--- config.mk ---
export PLATFORM = sky130hd
export DESIGN_NAME = matrix_rom_reader
export DESIGN_NICKNAME = d
export VERILOG_FILES = /design/src/rtl/matrix_pkg.sv /design/src/rtl/rom_resp_fifo.sv /design/src/rtl/matrix_rom_reader.sv
export SDC_FILE = /design/constraint.sdc
export NUM_CORES = 1
export LEC_CHECK = 0
export BUFFER_PORTS_ARGS = -buffer_cell sky130_fd_sc_hd__clkbuf_2
export CORE_MARGIN = 2
export CORE_UTILIZATION = 59
export CTS_BUF_LIST = sky130_fd_sc_hd__clkbuf_4
export DETAILED_ROUTE_END_ITERATION = 10
export PLACE_DENSITY = 0.82
export REMOVE_ABC_BUFFERS = 1
export SYNTH_ARGS = -nofsm -noshare
export SYNTH_HDL_FRONTEND = slang
export SYNTH_SLANG_ARGS = --single-unit
--- constraint.sdc ---
create_clock -name clk -period 3.44 [get_ports clk]
set_input_delay 0.344 -clock clk [delete_from_list [all_inputs] [get_ports clk]]
set_output_delay 0.344 -clock clk [all_outputs]
set_load 0.1 [all_outputs]
--- src/rtl/matrix_pkg.sv ---
// Shared definitions for the matrix ROM reader slice.
//   - Geometry of the 32x32 matrix held in the row-major ROM image.
//   - Reader FSM state encoding.
//   - Tagged stream element {data, row, col, last} at the default geometry.
//   - mat_index(): linear element index, row*MAT_DIM + col.
package matrix_pkg;

    localparam int MAT_ROW_BITS   = 5;
    localparam int MAT_COL_BITS   = 5;
    localparam int MAT_DIM        = 32;
    localparam int MAT_ELEMS      = 1024;
    localparam int MAT_DATA_WIDTH = 8;

    localparam logic [1:0] RD_IDLE  = 2'd0;
    localparam logic [1:0] RD_RUN   = 2'd1;
    localparam logic [1:0] RD_DRAIN = 2'd2;

    typedef struct packed {
        logic [MAT_DATA_WIDTH-1:0] data;
        logic [MAT_ROW_BITS-1:0]   row;
        logic [MAT_COL_BITS-1:0]   col;
        logic                      last;
    } mat_elem_t;

    function automatic int unsigned mat_index(input int unsigned row, input int unsigned col);
        return row * MAT_DIM + col;
    endfunction

endpackage

--- src/rtl/rom_resp_fifo.sv ---
// Two-entry synchronous FIFO that holds ROM responses together with their tags.
//   clk   : clock, rising edge
//   rst   : asynchronous active-high reset, empties the FIFO and clears storage
//   push  : write wdata this cycle; accepted when not full or when popping in the same cycle
//   wdata : tagged element to store
//   pop   : remove the head entry; ignored when empty
//   rdata : head entry, meaningful only while count != 0
//   count : current occupancy, 0..2
module rom_resp_fifo #(
    parameter int WIDTH = 19
) (
    input  logic             clk,
    input  logic             rst,
    input  logic             push,
    input  logic [WIDTH-1:0] wdata,
    input  logic             pop,
    output logic [WIDTH-1:0] rdata,
    output logic [1:0]       count
);

    logic [WIDTH-1:0] mem [2];
    logic             wr_ptr;
    logic             rd_ptr;
    logic [1:0]       cnt;
    logic             do_push;
    logic             do_pop;

    assign do_pop  = pop && (cnt != 2'd0);
    // A full FIFO still accepts a write when the head leaves in the same cycle.
    assign do_push = push && ((cnt != 2'd2) || do_pop);

    always_ff @(posedge clk or posedge rst) begin
        if (rst) begin
            mem[0] <= '0;
            mem[1] <= '0;
            wr_ptr <= 1'b0;
            rd_ptr <= 1'b0;
            cnt    <= 2'd0;
        end else begin
            if (do_push) begin
                mem[wr_ptr] <= wdata;
                wr_ptr      <= ~wr_ptr;
            end
            if (do_pop) begin
                rd_ptr <= ~rd_ptr;
            end
            case ({do_push, do_pop})
                2'b10:   cnt <= cnt + 2'd1;
                2'b01:   cnt <= cnt - 2'd1;
                default: cnt <= cnt;
            endcase
        end
    end

    assign rdata = mem[rd_ptr];
    assign count = cnt;

endmodule

--- src/rtl/matrix_rom_reader.sv ---
// Matrix ROM reader: walks all elements of a 32x32 row-major ROM image in
// row-major or column-major order, hides the ROM's 1-cycle read latency and
// presents each element as a valid/ready stream beat tagged with row/col/last.
//
//   state | meaning
//   ------+--------------------------------------------------------------
//   IDLE  | waiting for start; counters hold, nothing issued
//   RUN   | issuing ROM addresses whenever the response path has room
//   DRAIN | final address issued; waiting for the last beat to be accepted
//
// Ports:
//   clk       : clock, rising edge
//   rst       : asynchronous active-high reset; aborts any traversal
//   start     : begin a traversal (only honoured in IDLE, not in the done cycle)
//   col_major : traversal order, latched with start (0 row-major, 1 column-major)
//   busy      : high from accepted start through the done pulse
//   done      : one-cycle pulse after the last beat is accepted
//   rom_addr  : {row, col} address to the ROM
//   rom_q     : ROM data, one cycle after the address
//   m_valid / m_ready / m_data / m_row / m_col / m_last : element stream
module matrix_rom_reader
    import matrix_pkg::*;
#(
    parameter int DATA_WIDTH = MAT_DATA_WIDTH,
    parameter int ROW_BITS   = MAT_ROW_BITS,
    parameter int COL_BITS   = MAT_COL_BITS
) (
    input  logic                         clk,
    input  logic                         rst,
    input  logic                         start,
    input  logic                         col_major,
    output logic                         busy,
    output logic                         done,
    output logic [ROW_BITS+COL_BITS-1:0] rom_addr,
    input  logic [DATA_WIDTH-1:0]        rom_q,
    output logic                         m_valid,
    input  logic                         m_ready,
    output logic [DATA_WIDTH-1:0]        m_data,
    output logic [ROW_BITS-1:0]          m_row,
    output logic [COL_BITS-1:0]          m_col,
    output logic                         m_last
);

    localparam int EW = DATA_WIDTH + ROW_BITS + COL_BITS + 1;

    logic [1:0]          state;
    logic [ROW_BITS-1:0] row_cnt;
    logic [COL_BITS-1:0] col_cnt;
    logic                col_major_q;
    logic                inflight;
    logic [ROW_BITS-1:0] tag_row;
    logic [COL_BITS-1:0] tag_col;
    logic                tag_last;
    logic                done_q;

    logic [1:0]          fifo_count;
    logic [EW-1:0]       fifo_head;
    logic [EW-1:0]       fifo_wdata;
    logic                fifo_valid;
    logic                pop;
    logic [2:0]          occ;
    logic                issue;
    logic                row_last;
    logic                col_last;
    logic                at_final;
    logic                start_acc;
    logic                head_last;

    assign fifo_valid = (fifo_count != 2'd0);
    assign pop        = fifo_valid && m_ready;
    assign head_last  = fifo_head[0];

    // Occupancy the response path will have after this edge if nothing new is
    // issued. Keeping it below 2 guarantees a slot for every ROM response.
    assign occ   = {1'b0, fifo_count} + {2'b00, inflight} - {2'b00, pop};
    assign issue = (state == RD_RUN) && (occ < 3'd2);

    assign row_last  = &row_cnt;
    assign col_last  = &col_cnt;
    assign at_final  = row_last && col_last;
    // The done cycle is already IDLE, but a start there must not be taken.
    assign start_acc = (state == RD_IDLE) && start && !done_q;

    always_ff @(posedge clk or posedge rst) begin
        if (rst) begin
            state       <= RD_IDLE;
            row_cnt     <= '0;
            col_cnt     <= '0;
            col_major_q <= 1'b0;
            inflight    <= 1'b0;
            tag_row     <= '0;
            tag_col     <= '0;
            tag_last    <= 1'b0;
            done_q      <= 1'b0;
        end else begin
            done_q   <= 1'b0;
            inflight <= issue;
            if (issue) begin
                tag_row  <= row_cnt;
                tag_col  <= col_cnt;
                tag_last <= at_final;
            end
            case (state)
                RD_IDLE: begin
                    if (start_acc) begin
                        state       <= RD_RUN;
                        row_cnt     <= '0;
                        col_cnt     <= '0;
                        col_major_q <= col_major;
                    end
                end
                RD_RUN: begin
                    if (issue) begin
                        if (at_final) begin
                            // Counters stay on the final address; no wrap.
                            state <= RD_DRAIN;
                        end else if (col_major_q) begin
                            if (row_last) begin
                                row_cnt <= '0;
                                col_cnt <= col_cnt + 1'b1;
                            end else begin
                                row_cnt <= row_cnt + 1'b1;
                            end
                        end else begin
                            if (col_last) begin
                                col_cnt <= '0;
                                row_cnt <= row_cnt + 1'b1;
                            end else begin
                                col_cnt <= col_cnt + 1'b1;
                            end
                        end
                    end
                end
                RD_DRAIN: begin
                    if (pop && head_last) begin
                        state  <= RD_IDLE;
                        done_q <= 1'b1;
                    end
                end
                default: state <= RD_IDLE;
            endcase
        end
    end

    // The response arriving now belongs to the issue of the previous cycle.
    assign fifo_wdata = {rom_q, tag_row, tag_col, tag_last};

    rom_resp_fifo #(
        .WIDTH (EW)
    ) u_fifo (
        .clk   (clk),
        .rst   (rst),
        .push  (inflight),
        .wdata (fifo_wdata),
        .pop   (pop),
        .rdata (fifo_head),
        .count (fifo_count)
    );

    assign rom_addr = {row_cnt, col_cnt};
    assign busy     = (state != RD_IDLE) || done_q;
    assign done     = done_q;

    // Payload is forced to zero when no beat is presented so stale FIFO
    // contents never show on the stream.
    assign m_valid = fifo_valid;
    assign m_data  = fifo_valid ? fifo_head[EW-1 -: DATA_WIDTH]                : '0;
    assign m_row   = fifo_valid ? fifo_head[COL_BITS+1 +: ROW_BITS]           : '0;
    assign m_col   = fifo_valid ? fifo_head[1 +: COL_BITS]                    : '0;
    assign m_last  = fifo_valid && head_last;

endmodule

Word level (Yosys, flattened, before mapping)
Cells that the tools add are included.

storage, ports and cells
  memory bits (read-only) = 0
  output and inout port bits = 32
  flip-flop bits (word level) = 68
  input port bits = 13
  RAM bits = 0
  memories kept = 0
  latch bits = 0

operators by class
  order comparisons = 4
  equality and inequality tests = 12
  div/mod/pow operators = 0
  muxes and demuxes = 30
  reductions and logical operators = 24
  $add $sub $neg = 6
  multipliers = 0
  bitwise gates (word level) = 4
  shift-type cells = 0

operators by type and width
  kind                                                                   count
  19-bit two-way mux                                                     4
  5-bit two-way mux                                                      13
  38-bit bitwise mux                                                     1
  5-bit one-hot mux with 2 select lines                                  2
  5-bit AND reduction                                                    4
  19-bit demux with 1-bit select                                         1
  2-bit != test, second input constant                                   6
  5-bit by 1-bit adder with 5-bit output, second input constant          2
  1-bit logical AND                                                      10
  2-bit two-way mux                                                      4
  8-bit two-way mux                                                      1
  2-bit nonzero test                                                     4
  3-bit != test, second input constant                                   2
  2-bit one-hot mux with 3 select lines                                  1
  2-bit by 1-bit equality test with 1-bit output, second input constant  2
  2-bit equality test, second input constant                             2
  2-bit >= comparator, second input constant                             2
  1-bit inverter with 2-bit output                                       2
  2-bit one-hot mux with 2 select lines                                  1
  4-bit AND reduction                                                    1
  2-bit by 1-bit adder with 3-bit output                                 1
  3-bit by 2-bit < comparator with 1-bit output, second input constant   1
  3-bit by 1-bit subtractor with 3-bit output                            1
  2-bit by 1-bit adder with 2-bit output, second input constant          1
  other kinds (8)                                                        11

Logic depth before layout (Yosys ltp)
Gate-level depths: netlist (run 1).

  depth after elaboration = 7
  depth in mapped cells = 12
  depth with buffers taken out = 10

Hierarchy
From an unflattened synthesis (run 1), not the netlist that was laid out.

unflattened totals
  cells, all modules = 252
  area total of the unflattened synthesis = 3383.2 µm²

modules (own cells, without submodules)
  module             instances  cells an instance  area each (µm²)
  rom_resp_fifo      1          118                1900.6
  matrix_rom_reader  1          134                1482.7

Worst setup path before layout (run 1)
OpenSTA, ideal clock, no wires.

  path kind = reg-to-reg
  start point = reg u_fifo.cnt[0] (netlist: u_fifo.count[0])
  end point = reg row_cnt[1]
  buffers on the path = 1
  library setup time = 127 ps
  clock period less this slack = 2718 ps
  required time = 3313 ps
  arrival time = 2592 ps
  path slack = 722 ps
  cell stages (with the launch flop) = 11
  path through = dfrtp_1 -> buf_2 -> o21ai_0 -> inv_1 -> ha_1 -> nand2b_1 -> fa_1 -> xnor2_1 -> a21o_1 -> and2_4 -> mux2_4

on the way
  word-level cells in the longest chain between the ends = 7
  elaborated cells between the ends (all ways) = 8

RTL lines
  what                                                                            RTL line                  RTL
  start, declared                                                                 rom_resp_fifo.sv:24       logic [1:0] cnt;
  start signal, assigned                                                          rom_resp_fifo.sv:48       2'b10: cnt <= cnt + 2'd1;
  start signal, assigned                                                          rom_resp_fifo.sv:49       2'b01: cnt <= cnt - 2'd1;
  start signal, assigned                                                          rom_resp_fifo.sv:50       default: cnt <= cnt;
  branches (longest 2 deep; another with 2-bit by 1-bit adder with 3-bit output)  n/a
  3-bit by 1-bit subtractor with 3-bit output (*)                                 matrix_rom_reader.sv:75   assign occ = {1'b0, fifo_count} + {2'b00, inflight} - {2'b00, pop};
  3-bit by 2-bit < comparator with 1-bit output (*)                               matrix_rom_reader.sv:76   assign issue = (state == RD_RUN) && (occ < 3'd2);
  1-bit logical AND (*)                                                           matrix_rom_reader.sv:76
  2-bit != test (no source line) (*)                                              n/a
  5-bit AND reduction (no source line) (*)                                        n/a
  end signal, assigned                                                            matrix_rom_reader.sv:122  row_cnt <= row_cnt + 1'b1;
  end signal, assigned                                                            matrix_rom_reader.sv:127  row_cnt <= row_cnt + 1'b1;
  end, declared                                                                   matrix_rom_reader.sv:47   logic [ROW_BITS-1:0] row_cnt;

Mark *: on every way between the ends.
A chain may end at the register's enable or synchronous reset.

Worst setup path in the final report (run 1)
  start point = reg u_fifo.cnt[0] (netlist: u_fifo.count[0])
  end point = reg row_cnt[2]

The elaborated chain is that of the path after synthesis.

==> results of run 1 <==
[cells by family (layout without fill, tap and decap cells)]
| logic type | Yosys count | in the layout | share of synthesized area, % |
|---|---|---|---|
| compound gates | 24 | 24 | 6.66 |
| xor+xnor | 6 | 6 | 1.65 |
| fa+ha+maj | 7 | 7 | 2.98 |
| buf+inv | 19 | 73 | 2.51 |
| flops | 68 | 68 | 53.3 |
| mux | 61 | 61 | 20.8 |
| simple gates | 81 | 81 | 12.1 |
[worst max-delay path, cell delays in order (launching register included)]
cell	delay, ns
dfrtp_1	0.50
o21ai_0	0.44
inv_1	0.14
ha_1	0.30
nand2b_1	0.16
fa_1	0.39
xnor2_1	0.19
nand3_1	0.12
inv_1	0.34
a41oi_1	0.18
a31oi_1	0.18
[area by class of cell]
| type | instances | area [µm²] |
|---|---|---|
| Inverter | 10 | 37.5 |
| Fill cell | 395 | 1560 |
| Multi-Input combinational cell | 179 | 1410 |
| Timing Repair Buffer | 49 | 260 |
| Clock buffer | 10 | 75.1 |
| Sequential cell | 68 | 1700 |
| Clock inverter | 4 | 42.5 |
| Tap cell | 70 | 87.6 |
[routing by layer]
metal	track usage, %	vias to the layer above	routed length (µm)
li1	-	1032	-
met1	29.3	1016	2720
met2	32.1	58	2660
met3	3.02	12	208
met4	10.2	0	113
met5	0	-	0
[synthesized netlist by cell type (2+ instances only)]
cell | number | area, µm²
nand4b_1 | 2 | 17.5
ha_1 | 6 | 75.1
clkbuf_1 | 4 | 15.0
buf_2 | 4 | 20.0
xnor2_1 | 6 | 52.6
and3_1 | 5 | 31.3
mux2_2 | 39 | 439
nor2b_1 | 2 | 12.5
nand3_1 | 6 | 30.0
a41oi_1 | 2 | 17.5
nor2_1 | 24 | 90.1
dfrtp_1 | 68 | 1700
inv_1 | 9 | 33.8
nand2_1 | 28 | 105
mux2i_1 | 21 | 210
nand2b_1 | 3 | 18.8
a31oi_1 | 2 | 12.5
o21ai_0 | 8 | 40.0
[how the worst max path moves through the flow]
stage                                startpoint                      to  depth (start not counted)
finish              u_fifo.count[0]$_DFFE_PP0P_  row_cnt[2]$_DFFE_PP0P_                         10
global route        u_fifo.count[0]$_DFFE_PP0P_  row_cnt[3]$_DFFE_PP0P_                         10
CTS                 u_fifo.count[0]$_DFFE_PP0P_  row_cnt[2]$_DFFE_PP0P_                         10
detailed placement  u_fifo.count[0]$_DFFE_PP0P_  row_cnt[2]$_DFFE_PP0P_                         10
global placement    u_fifo.count[0]$_DFFE_PP0P_  row_cnt[1]$_DFFE_PP0P_                          9
floorplan           u_fifo.count[0]$_DFFE_PP0P_  row_cnt[2]$_DFFE_PP0P_                         10
[state kept, by name, summed over array words and instances, names as in the netlist, 2 cells and up]
register and cells:
u_fifo.mem 38, col_cnt 5, row_cnt 5, tag_col 5
tag_row 5, state 2, u_fifo.count 2
[metrics by stage]
step	hold WS, ns	area, µm²
finish	0.186	3610
global route	0.169	3610
CTS	0.167	3610
detailed placement	0.412	3490
global placement	0.397	3490
floorplan	0.459	3150
==> results.ini, run 1 <==
[critical_path]
crit_fanout=15
rr_worst_depth=10
critical_path.startpoint_type=flip-flop
critPathCaptureType=flip-flop
critical_path_class=flip-flop to flip-flop
r2r_end=row_cnt[2]$_DFFE_PP0P_
rr_startpoint=u_fifo.count[0]$_DFFE_PP0P_
setup.reg_to_reg.worst_slack_ns=0.44
critPathRequiredTime_ns=3.75
data_arrival_time_of_the_worst_path_ns=3.31

[clock_tree]
htree_levels=3
post_cts_resize_count=0
hold_buffers=1
clock_latency_ns=0.39
cts_num_sinks=68
clock-root-buffer=clkbuf_4
cts_made_buffers=9
cts-root-to-sink-buffers=2
tritoncts=done
cts.clk_slew.worst_paths_ns=0.10
post-cts-setup-buffer-count=0

[logic_synthesis]
top_ff_cell_synth=dfrtp_1
synthesis.instances=266
ys_seq_area_share_pct=53.3
synthesis.area_um2=3190
yosys_register_bits=68
async_flop_share_pct=100
number_of_flops_mapped_to_enable_cells_by_yosys=0
synth.yosys.warnings=0
yosys.cell_types.count=45
synthesis.area_per_instance_um2=12.0

[min_path]
worstHoldStart=col_major
hold-path-endpoint=col_major_q$_DFFE_PP0P_
min_path_type=primary input to flip-flop
holdPathStages=2

[layout]
nets=337
most-common-layout-cells=dfrtp_1, clkbuf_2, mux2_2
antennaDiodeCount=0
synthToLayoutAreaGrowth_pct=13.2
final_core_util_pct=69.9
final_common_cell=dfrtp_1
instances_no_fill=390
final_layout_size_suffix_gt1_share_pct=34.4

[placement]
place.detailed.hpwl_um=3870
numPlacedInstances=375
placement.setup.worst_slack_ns=0.453
io_buf_count=44
gp_congestion=0.827

[floorplan]
starting_utilization_of_the_core_area_pct=61.7
placeableCoreArea_um2=5170
rows=26
die-area_um2=6010
die_width_um=77.6
ioPinCount=45
die_y_um=77.6

[timing]
setup_violations=0
slew-limit-headroom_pct=28.4
setup_slack_ns=0.437
period_minus_slack_ns=3.00
rsz_0062_raised_after_global_routing=false
final_hold_violation_count=0
tightest_slew_ns=1.07
finalMaxSlewViolations=0
timing.clock.skew_ns=0.0126
final_min_period_over_clock_period_pct=87.3
max_clock_freq_mhz=333
final.setup.tns_ns=0

[global_route]
antenna_found_initial=0
grt_start_max_net_pins=43
first_global_vias=2042
grt_pass1_wl_um=9750
grt_use_total_pct=20.9
grt_overflow_total=0

[status]
outcome=finished clean

[route]
detailedRoute.firstPassIterationCount=4
drcViolationCount=0
vias_per_cell=5.43
detailedRoute.firstIterationViolations=124
average_wire_per_cell_in_the_routed_design_um=14.6
route.vias.total=2118
antenna_left=0
final_wirelength_um=5700

[job]
maxCapViolCount=0

Power of run 1 is not shown: default switching activity piles up to over one toggle a cycle in this logic, so the estimate is an artifact.
==> run 2: changes to the inputs <==
CELL_PAD_IN_SITES_DETAIL_PLACEMENT = 0   (was not set)
CELL_PAD_IN_SITES_GLOBAL_PLACEMENT = 2   (was not set)
CORE_MARGIN = 5   (was 2)
CORE_UTILIZATION = 40   (was 59)
PLACE_DENSITY = not set   (was 0.82)
PLACE_DENSITY_LB_ADDON = 0.1   (was not set)
==> results.ini, run 2 (same netlist as run 1, synthesis figures left out) <==
[critical_path]
critPathCaptureType=flip-flop  ; unchanged
critical_path.startpoint_type=flip-flop  ; unchanged
slowest_delay_ns=0.51  ; was 0.50 ns
critical_path_buf_inv_count=2  ; unchanged
critical_path.cell_chain=o21ai_0 > inv_1 > ha_1 > nand2b_1 > fa_1 > xnor2_1 > nand3_1 > inv_1 > a41oi_1 > a31oi_1  ; unchanged
critical-path-top-delay-family=compound AO/OA/AOI/OAI gates  ; unchanged
timing.critical_path.mode_cell=inv_1  ; unchanged
data_arrival_time_of_the_worst_path_ns=3.32  ; was 3.31 ns
crit_fanout=15  ; unchanged
critPathRequiredTime_ns=3.77  ; was 3.75 ns
timing.critical_path.slowest_stage_cell=dfrtp_1  ; unchanged
critical_path_class=flip-flop to flip-flop  ; unchanged

[timing]
period_minus_slack_ns=2.99  ; was 3.00 ns
finalMaxSlewViolations=0  ; unchanged
max_clock_freq_mhz=335  ; was 333 MHz
rsz_0062_raised_after_global_routing=false  ; unchanged
slew-limit-headroom_pct=60.2  ; was 28.4%
final_min_period_over_clock_period_pct=86.9  ; was 87.3%
timing.clock.skew_ns=0.0229  ; was 0.0126 ns
tightest_slew_ns=0.597  ; was 1.07 ns
final.setup.tns_ns=0  ; unchanged
final_hold_violation_count=0  ; unchanged
setup_violations=0  ; unchanged

[placement]
gp_congestion=0.769  ; was 0.827
place.detailed.hpwl_um=4500  ; was 3870 µm
io_buf_count=44  ; unchanged

[route]
detailedRoute.firstIterationViolations=62  ; was 124
drcViolationCount=0  ; unchanged
detailedRoute.firstPassIterationCount=4  ; unchanged
final_wirelength_um=6300  ; was 5700 µm
vias_per_cell=5.00  ; was 5.43
route.vias.total=2132  ; was 2118
average_wire_per_cell_in_the_routed_design_um=14.8  ; was 14.6 µm
antenna_left=0  ; unchanged

[layout]
antennaDiodeCount=0  ; unchanged
fillCellCount=773  ; was 395
final_layout_size_suffix_gt1_share_pct=35.8  ; was 34.4%
final_common_cell=dfrtp_1  ; unchanged
multi_input_comb_area_um2=1410  ; unchanged
largest-register=u_fifo.mem  ; unchanged
nets=339  ; was 337
most-common-layout-cells=dfrtp_1, clkbuf_2, mux2_2  ; unchanged
largest_register_ff_count=38  ; unchanged
synthToLayoutAreaGrowth_pct=16.6  ; was 13.2%
ff_latch_area_um2=1700  ; unchanged

[global_route]
antenna_found_initial=0  ; unchanged
grt_pass1_wl_um=11100  ; was 9750 µm
grt_overflow_total=0  ; unchanged
grt_use_total_pct=14.1  ; was 20.9%
grt_start_max_net_pins=41  ; was 43
first_global_vias=2217  ; was 2042

[min_path]
min_path_type=primary input to flip-flop  ; unchanged

[clock_tree]
cts-root-to-sink-buffers=2  ; unchanged
cts_made_buffers=9  ; unchanged
tritoncts=done  ; unchanged
htree_levels=3  ; unchanged
clock_latency_ns=0.40  ; was 0.39 ns
cts_num_sinks=68  ; unchanged
post-cts-setup-buffer-count=0  ; unchanged
cts.clk_slew.worst_paths_ns=0.12  ; was 0.10 ns
clock-root-buffer=clkbuf_4  ; unchanged

[floorplan]
die_width_um=99.3  ; was 77.6 µm
die-area_um2=9870  ; was 6010 µm²
starting_utilization_of_the_core_area_pct=41.1  ; was 61.7%
rows=32  ; was 26
placeableCoreArea_um2=7770  ; was 5170 µm²
die_y_um=99.3  ; was 77.6 µm
ioPinCount=45  ; unchanged

[status]
outcome=finished clean  ; unchanged

[job]
maxCapViolCount=0  ; unchanged

## run 2: cell types whose count changed in the layout (fill, tap and decap cells not counted), sizes merged
cell	previous run	this run
clkbuf	54	55
buf	4	6
bufinv	1	2
## run 2: final cells by class
type | count | area share [%]
clock buffer | 11 | 2.22
sequential | 68 | 45.7
inverter | 10 | 1.01
timing repair buffer | 51 | 7.40
clock inverter | 5 | 2.32
multi-input combinational | 179 | 37.9
tap | 102 | 3.43
## run 2: worst reg2reg max path: cells and delay by family (launching register included)
kind	cells	cell delay, ns
buf+inv	2	0.49
compound gates	3	0.81
simple gates	2	0.27
flops	1	0.51
xor+xnor	1	0.18
fa+ha+maj	2	0.67
## run 2: through the flow
| stage | util [%] | setup WS, ns | hold WS [ns] | instance area, µm² | cells |
|---|---|---|---|---|---|
| 2_1_floorplan | - | 0.429 | 0.459 | 3150 | 257 |
| 3_5_place_dp | 45.6 | 0.421 | 0.438 | 3540 | 409 |
| 3_3_place_gp | 45.6 | 0.528 | 0.441 | 3540 | 409 |
| 6_report | 47.9 | 0.451 | 0.163 | 3720 | 426 |
| 4_1_cts | 47.9 | 0.406 | 0.140 | 3720 | 426 |
| 5_1_grt | 47.9 | 0.233 | 0.147 | 3720 | 426 |
## run 2: timing repair
item,4_1_cts,5_1_grt
endpoints found under the hold margin,15,0
hold buffers,1,0
resized for setup,0,0
## run 2: per-layer routing
metal | wire, µm | vias up | global-route usage (%)
met5 | 0 | - | 0
met2 | 2890 | 38 | 22.0
met3 | 268 | 10 | 2.66
met4 | 97 | 0 | 5.99
li1 | - | 1044 | -
met1 | 3040 | 1040 | 19.4
## run 2: worst paths after layout
| kind | startpoint | endpoint | slack (ns) | depth (start not counted) |
|---|---|---|---|---|
| hold reg to reg | u_fifo.mem[12]$_DFFE_PP0P_ | u_fifo.mem[12]$_DFFE_PP0P_ | 0.51 | 1 |
| min in group asynchronous | rst | row_cnt[4]$_DFFE_PP0P_ | 0.54 | 3 |
| hold / removal | col_major | col_major_q$_DFFE_PP0P_ | 0.16 | 2 |
| setup reg to reg | u_fifo.count[0]$_DFFE_PP0P_ | row_cnt[2]$_DFFE_PP0P_ | 0.45 | 10 |
| max in group asynchronous | rst | u_fifo.mem[12]$_DFFE_PP0P_ | 1.95 | 4 |
| setup / recovery | u_fifo.count[0]$_DFFE_PP0P_ | row_cnt[2]$_DFFE_PP0P_ | 0.45 | 10 |
Power of run 2 is left out for the same reason.
==> run 3: changes to the inputs <==
CORE_UTILIZATION = 41   (was 40)
SYNTH_HIERARCHICAL = 1   (was not set)
==> results.ini, run 3 <==
[status]
outcome=finished clean  ; unchanged

[route]
drcViolationCount=0  ; unchanged
route.vias.total=2076  ; was 2132
detailedRoute.firstPassIterationCount=4  ; unchanged
antenna_left=0  ; unchanged
final_wirelength_um=6550  ; was 6300 µm
detailedRoute.firstIterationViolations=47  ; was 62
average_wire_per_cell_in_the_routed_design_um=15.9  ; was 14.8 µm
vias_per_cell=5.04  ; was 5.00

[critical_path]
critPathCaptureType=flip-flop  ; unchanged
crit_fanout=7  ; was 15
critPathRequiredTime_ns=3.77  ; about the same
data_arrival_time_of_the_worst_path_ns=3.18  ; was 3.32 ns
critical_path_buf_inv_count=0  ; was 2
critical_path.startpoint_type=flip-flop  ; unchanged
critical-path-top-delay-family=compound AO/OA/AOI/OAI gates  ; unchanged
timing.critical_path.slowest_stage_cell=fa_1  ; was dfrtp_1
slowest_delay_ns=0.56  ; was 0.51 ns
critical_path_class=flip-flop to flip-flop  ; unchanged
critical_path.cell_chain=or2_1 > and2_1 > nand2b_1 > a21boi_0 > fa_1 > o31ai_2 > nand3_1 > o21bai_1  ; was o21ai_0 > inv_1 > ha_1 > nand2b_1 > fa_1 > xnor2_1 > nand3_1 > inv_1 > a41oi_1 > a31oi_1

[job]
maxCapViolCount=0  ; unchanged

[layout]
synthToLayoutAreaGrowth_pct=13.8  ; was 16.6%
largest_register_ff_count=38  ; unchanged
final_layout_size_suffix_gt1_share_pct=43.0  ; was 35.8%
largest-register=u_fifo/mem  ; was u_fifo.mem
instances_no_fill=412  ; was 426
most-common-layout-cells=dfrtp_1, mux2_2, clkbuf_2  ; was dfrtp_1, clkbuf_2, mux2_2
nets=322  ; was 339
fillCellCount=775  ; was 773
antennaDiodeCount=0  ; unchanged
final_common_cell=dfrtp_1  ; unchanged

[logic_synthesis]
synth_top_cell_by_area=dfrtp_1  ; unchanged
ys_seq_area_share_pct=50.3  ; was 53.3%
number_of_flops_mapped_to_enable_cells_by_yosys=0  ; unchanged
fraction_of_synthesized_cell_area_taken_by_the_top_area_cell_type_pct=50.3  ; was 53.3%
synthesis.instances=252  ; was 266
async_flop_share_pct=100  ; unchanged
synthesis.area_um2=3380  ; was 3190 µm²
top_ff_cell_synth=dfrtp_1  ; unchanged
synth_compound_gate_area_share_pct=5.62  ; was 6.66%
synth_simple_gate_area_share_pct=12.2  ; was 12.1%
yosys_register_bits=68  ; unchanged
post_synth_most_frequent_cells=dfrtp_1, mux2_2, and2_1  ; was dfrtp_1, mux2_2, nand2_1
synth_top_family_by_area=multiplexers  ; unchanged
synthesis.area_per_instance_um2=13.4  ; was 12.0 µm²
synth_area_leaders=dfrtp_1, mux2_2, mux2_4, and2_1, mux2_1  ; was dfrtp_1, mux2_2, mux2i_1, nand2_1, nor2_1
synth.mux.area_fraction_pct=24.5  ; was 20.8%
yosys.cell_types.count=50  ; was 45
yosys.cell_count.top_type=dfrtp_1  ; unchanged
synth_xor_xnor_area_share_pct=1.78  ; was 1.65%
synth.yosys.warnings=6  ; was 0
synth-adder-area-share_pct=2.44  ; was 2.98%

[clock_tree]
htree_levels=3  ; unchanged
post_cts_resize_count=0  ; unchanged
cts_made_buffers=9  ; unchanged
hold_buffers=0  ; was 1
post-cts-setup-buffer-count=0  ; unchanged
tritoncts=done  ; unchanged
clock-root-buffer=clkbuf_4  ; unchanged
clock_latency_ns=0.41  ; was 0.40 ns
cts_num_sinks=68  ; unchanged
cts.clk_slew.worst_paths_ns=0.11  ; was 0.12 ns
cts-root-to-sink-buffers=2  ; unchanged

[floorplan]
die_width_um=101  ; was 99.3 µm
die-area_um2=10200  ; was 9870 µm²
starting_utilization_of_the_core_area_pct=41.6  ; was 41.1%
ioPinCount=45  ; unchanged
rows=33  ; was 32
placeableCoreArea_um2=8130  ; was 7770 µm²
die_y_um=101  ; was 99.3 µm

[timing]
max_clock_freq_mhz=351  ; was 335 MHz
setup_violations=0  ; unchanged
final_hold_violation_count=0  ; unchanged
finalMaxSlewViolations=0  ; unchanged
slew-limit-headroom_pct=30.9  ; was 60.2%
rsz_0062_raised_after_global_routing=false  ; unchanged
timing.clock.skew_ns=0.0132  ; was 0.0229 ns
period_minus_slack_ns=2.85  ; was 2.99 ns
timing.hold.ws_ns=0.0379  ; was 0.163 ns
tightest_slew_ns=1.04  ; was 0.597 ns
final_min_period_over_clock_period_pct=82.7  ; was 86.9%

[global_route]
grt_use_total_pct=14.6  ; was 14.1%
antenna_found_initial=0  ; unchanged
grt_start_max_net_pins=43  ; was 41
grt_overflow_total=0  ; unchanged
first_global_vias=2180  ; was 2217
grt_pass1_wl_um=11400  ; was 11100 µm

[placement]
gp_congestion=0.770  ; was 0.769
place.detailed.hpwl_um=4420  ; was 4500 µm
io_buf_count=44  ; unchanged
numPlacedInstances=397  ; was 409

[min_path]
min_path_type=primary input to asynchronous set/reset pin  ; was primary input to flip-flop

## run 3: changes by cell type after synthesis, moves of 4 or more
cell / change
o21ai_0: -8
nand2_1: -21
buf_2: -4
and2_1: +20
mux2_4: +10
mux2_2: +9
nor2_1: -20
mux2i_1: -20
mux2_1: +10
## run 3: per-stage QoR
step | utilization (%) | TNS, ns | worst slack (ns) | area [µm²]
after global placement | 45.5 | 0 | 0.714 | 3700
after CTS | 47.3 | 0 | 0.588 | 3850
after global routing | 47.3 | 0 | 0.437 | 3850
final | 47.3 | 0 | 0.594 | 3850
after detailed placement | 45.5 | 0 | 0.633 | 3700
after floorplan | - | -4.22 | -0.330 | 3300
## run 3: cell families after synthesis
| family | Yosys count |
|---|---|
| XOR/XNOR | 6 |
| multiplexers | 70 |
| AND/OR/NAND/NOR | 64 |
| adder cells (fa/ha/maj) | 6 |
| AO/OA/AOI/OAI | 22 |
| buffers and inverters | 16 |
| flip-flops | 68 |
## run 3: final cells by class
cell class              count  area (µm²)  area share (%)
repair buffers             50         265            6.89
flip-flops and latches     68        1700            44.2
inverters                   6        22.5           0.585
well taps                 105         131            3.41
clock inverters             6        80.1            2.08
clock buffers               9        67.6            1.75
multi-input cells         168        1580            41.1
## run 3: tightest hold or removal path: stages
cell and delay [ns]:
clkbuf_2 0.09, inv_1 0.04, buf_4 0.44
## run 3: final timing paths
| kind | to | slack, ns | cells after the start | from |
|---|---|---|---|---|
| setup / recovery | col_cnt[3]$_DFFE_PP0P_ | 0.59 | 8 | u_fifo/count[0]$_DFFE_PP0P_ |
| hold / removal | u_fifo/mem[36]$_DFFE_PP0P_ | 0.04 | 3 | rst |
| setup reg to reg | col_cnt[3]$_DFFE_PP0P_ | 0.59 | 8 | u_fifo/count[0]$_DFFE_PP0P_ |
| hold reg to reg | u_fifo/mem[1]$_DFFE_PP0P_ | 0.51 | 1 | u_fifo/mem[1]$_DFFE_PP0P_ |
| max in group asynchronous | state[0]$_DFFE_PP0P_ | 2.64 | 2 | rst |
| min in group clk | col_major_q$_DFFE_PP0P_ | 0.16 | 2 | col_major |
## run 3: routing by layer
metal	global-route usage, %	vias to the layer above	part of all wire (%)
li1	-	1003	-
met1	20.2	1024	49
met2	21.9	37	45
met3	3.11	12	4.3
met4	6.84	0	2.0
met5	0	-	0
Power of run 3 is left out for the same reason.
